File: src/rtl/out_channel_pkg.sv
// Shared types and helpers for the output-channel arbiter and its round-robin picker.
package out_channel_pkg;

    typedef enum logic [1:0] {
        RUN   = 2'd0,
        DRAIN = 2'd1,
        DONE  = 2'd2
    } arb_state_t;

    localparam int MEMORY_ELEMENT_WIDTH = 12;

    // Wrap by explicit compare so depths that are not a power of two work.
    function automatic int ptr_inc(input int ptr, input int depth);
        return (ptr == depth - 1) ? 0 : ptr + 1;
    endfunction

endpackage

File: src/rtl/rr_arbiter.sv
// Combinational round-robin picker: first valid requester at or after rr_ptr, wrapping.
module rr_arbiter #(
    parameter int N     = 4,
    parameter int IDX_W = $clog2(N)
) (
    input  logic [N-1:0]     req_valid,
    input  logic [IDX_W-1:0] rr_ptr,
    output logic [N-1:0]     grant,
    output logic [IDX_W-1:0] grant_idx,
    output logic             any_grant
);

    int               sum;
    logic [IDX_W-1:0] idx;

    always_comb begin
        grant     = '0;
        grant_idx = '0;
        any_grant = 1'b0;
        sum       = 0;
        idx       = '0;
        for (int k = 0; k < N; k++) begin
            sum = int'(rr_ptr) + k;
            if (sum >= N) sum = sum - N;
            idx = IDX_W'(sum);
            if (!any_grant && req_valid[idx]) begin
                any_grant  = 1'b1;
                grant[idx] = 1'b1;
                grant_idx  = idx;
            end
        end
    end

endmodule

File: src/rtl/out_channel_arbiter.sv
// Round-robin sharing of one circular output buffer among NReq writers, with finish/drain.
// Optional statistics counters are enabled by defining OUT_CHANNEL_ARBITER_STATS_EN.
module out_channel_arbiter
    import out_channel_pkg::*;
#(
    parameter int MemoryElementWidth = MEMORY_ELEMENT_WIDTH,
    parameter int NReq               = 4,
    parameter int NOut               = 9
) (
    input  logic                               clock,
    input  logic                               reset,
    input  logic [NReq-1:0]                    req_valid,
    input  logic [NReq*MemoryElementWidth-1:0] req_data,
    output logic [NReq-1:0]                    req_ready,
    output logic                               rd_valid,
    output logic [MemoryElementWidth-1:0]      rd_data,
    input  logic                               rd_ready,
    input  logic                               finish_req,
    output logic                               finished,
    output logic [$clog2(NOut+1)-1:0]          count,
    output arb_state_t                         state
`ifdef OUT_CHANNEL_ARBITER_STATS_EN
    ,
    output logic [31:0]                        grant_total,
    output logic [31:0]                        stall_cycles
`endif
);

    localparam int PTR_W = $clog2(NOut);
    localparam int CNT_W = $clog2(NOut + 1);
    localparam int IDX_W = $clog2(NReq);
    localparam logic [CNT_W-1:0] FULL = CNT_W'(NOut);

    logic [MemoryElementWidth-1:0] mem [NOut];
    logic [MemoryElementWidth-1:0] req_word [NReq];

    logic [PTR_W-1:0] wr_pos;
    logic [PTR_W-1:0] rd_pos;
    logic [CNT_W-1:0] count_q;
    logic [IDX_W-1:0] rr_ptr;

    arb_state_t state_q;
    arb_state_t state_d;

    logic [NReq-1:0]  grant;
    logic [IDX_W-1:0] grant_idx;
    logic             any_grant;
    logic             accept_en;
    logic             accept;
    logic             rd_fire;

    always_comb begin
        for (int i = 0; i < NReq; i++) begin
            req_word[i] = req_data[i*MemoryElementWidth +: MemoryElementWidth];
        end
    end

    rr_arbiter #(
        .N     (NReq),
        .IDX_W (IDX_W)
    ) u_rr (
        .req_valid (req_valid),
        .rr_ptr    (rr_ptr),
        .grant     (grant),
        .grant_idx (grant_idx),
        .any_grant (any_grant)
    );

    // State register
    always_ff @(posedge clock or posedge reset) begin
        if (reset) state_q <= RUN;
        else       state_q <= state_d;
    end

    // Next-state logic
    always_comb begin
        state_d = state_q;
        case (state_q)
            RUN:     if (finish_req) state_d = DRAIN;
            DRAIN:   if (count_q == '0) state_d = DONE;
            DONE:    state_d = DONE;
            default: state_d = RUN;
        endcase
    end

    // Output logic; no bypass when full, even if a read is happening this cycle.
    always_comb begin
        accept_en = (state_q == RUN) && (count_q < FULL);
        finished  = (state_q == DONE);
    end

    assign req_ready = accept_en ? grant : '0;
    assign accept    = accept_en && any_grant;
    assign rd_valid  = (count_q != '0);
    assign rd_data   = mem[rd_pos];
    assign rd_fire   = rd_valid && rd_ready;
    assign count     = count_q;
    assign state     = state_q;

    // Buffer storage is intentionally not cleared by reset.
    always_ff @(posedge clock) begin
        if (accept) mem[wr_pos] <= req_word[grant_idx];
    end

    always_ff @(posedge clock or posedge reset) begin
        if (reset) begin
            wr_pos  <= '0;
            rd_pos  <= '0;
            count_q <= '0;
            rr_ptr  <= '0;
        end else begin
            if (accept) begin
                wr_pos <= PTR_W'(ptr_inc(int'(wr_pos), NOut));
                rr_ptr <= IDX_W'(ptr_inc(int'(grant_idx), NReq));
            end
            if (rd_fire) rd_pos <= PTR_W'(ptr_inc(int'(rd_pos), NOut));
            case ({accept, rd_fire})
                2'b10:   count_q <= count_q + 1'b1;
                2'b01:   count_q <= count_q - 1'b1;
                default: count_q <= count_q;
            endcase
        end
    end

`ifdef OUT_CHANNEL_ARBITER_STATS_EN
    logic stall;
    assign stall = (state_q == RUN) && (|req_valid) && (count_q == FULL);

    always_ff @(posedge clock or posedge reset) begin
        if (reset) begin
            grant_total  <= '0;
            stall_cycles <= '0;
        end else begin
            if (accept && (grant_total != '1)) grant_total <= grant_total + 1'b1;
            if (stall && (stall_cycles != '1)) stall_cycles <= stall_cycles + 1'b1;
        end
    end
`endif

endmodule

File: config.mk
export PLATFORM = sky130hd
export DESIGN_NAME = out_channel_arbiter
export DESIGN_NICKNAME = d
export VERILOG_FILES = /design/src/rtl/out_channel_pkg.sv /design/src/rtl/rr_arbiter.sv /design/src/rtl/out_channel_arbiter.sv
export SDC_FILE = /design/constraint.sdc
export NUM_CORES = 1
export LEC_CHECK = 0
export ABC_AREA = 1
export BUFFER_PORTS_ARGS = -buffer_cell sky130_fd_sc_hd__buf_4
export CAP_MARGIN = 40
export CORE_UTILIZATION = 53
export DETAILED_ROUTE_END_ITERATION = 8
export PLACE_DENSITY = 0.77
export SLEW_MARGIN = 20
export SYNTH_ARGS = -nofsm -noshare
export SYNTH_HDL_FRONTEND = slang
export SYNTH_HIERARCHICAL = 1
export SYNTH_SLANG_ARGS = --single-unit
File: constraint.sdc
create_clock -name clock -period 8.5 [get_ports clock]
set_clock_uncertainty 0.05 [all_clocks]
set_input_delay 1.275 -clock clock [delete_from_list [all_inputs] [get_ports clock]]
set_output_delay 1.275 -clock clock [all_outputs]
set_load 0.03 [all_outputs]
==> impl_results.md <==
- Status: complete, no violations
- Placed Area: 0.00678 mm^2
- Psw: 0.00153 W
- Adder-Cell Fraction of Synth Area: 3.89%
- Vias in the first global route: 4703
- CTS Hold Bufs: 0
- Initial antenna violation count: 0
- Maximum VDD drop: 0.000448 V
- Routability cong.: 0.867
- Clock latency at the later pin of the worst-skew pair: 0.40 ns
- Util after Layout: 66.6%
- Wirelength, routed: 15500 um
- First-pass GRT wire length: 23900 um
- TritonCTS Buffers: 17
- CP max FO: 27
- Largest family of logic cells by synthesized area: simple AND/OR/NAND/NOR gates
- Gr ovfl total: 0
- Pre-antenna DRT Iters: 5
- Top cells by area, synth: edfxtp_1, nor2_1, dfrtp_1
- CTS tree: done
- Critical Path Sink Type: flop
- Synth cell count leaders: nor2_1, edfxtp_1, nand2_1
- Via-per-instance ratio: 5.79
- Share of layout cells above drive strength 1: 17.9%
- PostCTS Resize Cnt: 0
- Mapped Area: 0.00610 mm^2
- Final hold vios: 0
- Cell taking the most area after synthesis: edfxtp_1
- Total Neg Setup Slack: 0 ns
- WP data arrival: 4.36 ns
- Die Y: 109 um
- 1st-iter DRT viols: 577
- Die area: 0.0120 mm^2
- Final period util: 50.6%
- Synth Area in Compound Gates: 9.92%
- Relative slew margins: 45.2%
- Net Sw Frac: 43.7%
- P_leak: 3.00 nW
- RSZ-0062 raised after global routing: no
- Post-synth top flop: edfxtp_1
- Total GRT Usage: 27.5%
- Antenna cells: 0
- Critical-path top delay cell: inv_1
- Clk sinks: 124
- Synth Area in Simple Gates: 19.8%
- Hold slack: 0.518 ns
- Top-area cell type share of the netlist area: 53.1%
- Largest net degree at the start of global routing: 64
- Mux cell area share after synthesis: 0%
- Clk slew on worst S/H paths: 0.05 ns
- Pwr/cell area: 478 mW/mm^2
- Initial core utilization: 55.3%
- Clock tree buffer depth: 2
- Top-count cell post-synth: nor2_1
- Number of synthesized flops with an enable pin: 108
- Startpoint types: flop
- Flop pwr share: 32.9%
- Avg Cell Area, Syn: 9.89 um^2
- Vias post-DR: 4906
- H-tree levels: 4
- Core box area: 0.0110 mm^2
- Worst hold path type: reg -> reg
- Sequential fraction of the synthesis area: 59.7%
- Setup CP Type: reg -> reg
- Clock Tree Root: clkbuf_16
- Synth cell types: 30
- CP max stage delay: 0.89 ns
- Wire length per cell: 18.3 um
- Final Max Slew Viols: 0
- # DRC: 0
- Logic pwr share: 47.5%
- Die Width: 109 um
- Crit path cell chain: inv_2 -> ha_1 -> inv_1 -> nand3_1 -> nand2_1 -> nor2_1 -> a21oi_1 -> nand3_1 -> inv_1 -> o21ai_0 -> o22ai_1
- Tightest Pin Transition: 0.820 ns
- DP Wirelength: 9640 um
- Antenna Violating Nets Remaining: 0
- P&R area growth vs syn: 20.3%
- Std-Cell Rows: 38
- Setup bufs post-CTS: 0
- Register bit count reported by yosys: 124
- Design area: 0.00734 mm^2
- Cell count after synthesis: 617
- Final setup vio count: 0
- Fin crit period: 4.30 ns
- Max Cap Violations: 0
- Port Buf Inserts: 79
- CP required: 8.56 ns
- Syn nets: 692
- Top-Level Pins: 80
- Post-Synth XOR/XNOR Area: 0.861%
- Yosys warning count: 6
- Internal power: 0.00198 W
- Fmax: 0.232 GHz
- Clk pwr share: 19.6%
- Nets: 772
- Fraction of registers with async set/reset: 12.9%
==> routing by layer <==
metal / global-route usage (%) / part of all wire, %
met2: 42.3 / 46
met4: 10.0 / 1.5
met5: 0 / 0
met3: 6.28 / 13
met1: 38.5 / 40
==> final cells by class <==
type	count	area, um^2
well taps	140	175
repair buffers	89	668
fillers	789	3690
clock inverters	11	128
flip-flops and latches	124	3640
inverters	51	191
multi-input cells	414	2110
clock buffers	19	433
==> cell families (layout without fill, tap and decap cells) <==
kind of cell,after synthesis,in the layout
fa+ha+maj,19,19
simple gates,279,279
compound gates,110,110
xor+xnor,6,6
buf+inv,79,170
flops,124,124
==> power groups by stage <==
stage / clock (W) / combinational [W] / sequential (W)
finish: 0.000688 / 0.00167 / 0.00115
global route: 0.000714 / 0.00183 / 0.00116
CTS: 0.000686 / 0.00165 / 0.00115
detailed placement: 0 / 0.00162 / 0.00116
global placement: 0 / 0.00156 / 0.00115
floorplan: 0 / 0.00119 / 0.00114
==> metrics by stage <==
| step | power [W] | setup WS (ns) | instances |
|---|---|---|---|
| CTS | 0.00348 | 4.31 | 848 |
| global placement | 0.00271 | 4.22 | 818 |
| finish | 0.00351 | 4.20 | 848 |
| floorplan | 0.00233 | 4.73 | 617 |
| global route | 0.00371 | 3.87 | 848 |
| detailed placement | 0.00278 | 4.05 | 818 |
==> cells in the final DEF (no fill, tap or decap), drive strengths merged <==
master,netlist,routed
a21boi,4,4
a21oi,10,10
buf,18,89
bufinv,0,3
clkbuf,10,19
clkinv,1,8
clkinvlp,0,1
dfrtp,16,16
edfxtp,108,108
ha,19,19
inv,50,50
nand2,86,86
nand3,68,68
nand4,8,8
nor2,111,111
nor3,6,6
o211ai,12,12
o21ai,72,72
o22ai,12,12
xnor2,2,2
xor2,4,4
==> registers in the layout, summed over array words and instances, names as in the netlist <==
name    count
rd_pos      4
mem       108
count       4
rr_ptr      2
state       2
wr_pos      4
==> critical path, delay by kind of cell (launching register included) <==
family	cells	cell delay [ns]
flops	1	0.56
buf+inv	3	1.21
fa+ha+maj	1	0.40
simple gates	4	0.84
compound gates	3	0.94
==> path summary, 6_finish.rpt <==
| path | startpoint | to | slack [ns] | cells after the start |
|---|---|---|---|---|
| max | rr_ptr[0]$_DFFE_PP0P_ | mem[2][10]$_DFFE_PP_ | 4.20 | 11 |
| min | wr_pos[3]$_DFFE_PP0P_ | wr_pos[3]$_DFFE_PP0P_ | 0.52 | 2 |
| max reg2reg | rr_ptr[0]$_DFFE_PP0P_ | mem[2][10]$_DFFE_PP_ | 4.20 | 11 |
| min reg2reg | wr_pos[3]$_DFFE_PP0P_ | wr_pos[3]$_DFFE_PP0P_ | 0.52 | 2 |
| max in group asynchronous | reset | wr_pos[3]$_DFFE_PP0P_ | 7.11 | 2 |
| min in group asynchronous | reset | state[0]$_DFFE_PP0P_ | 0.90 | 2 |
Power figures use the tool's default switching activity.
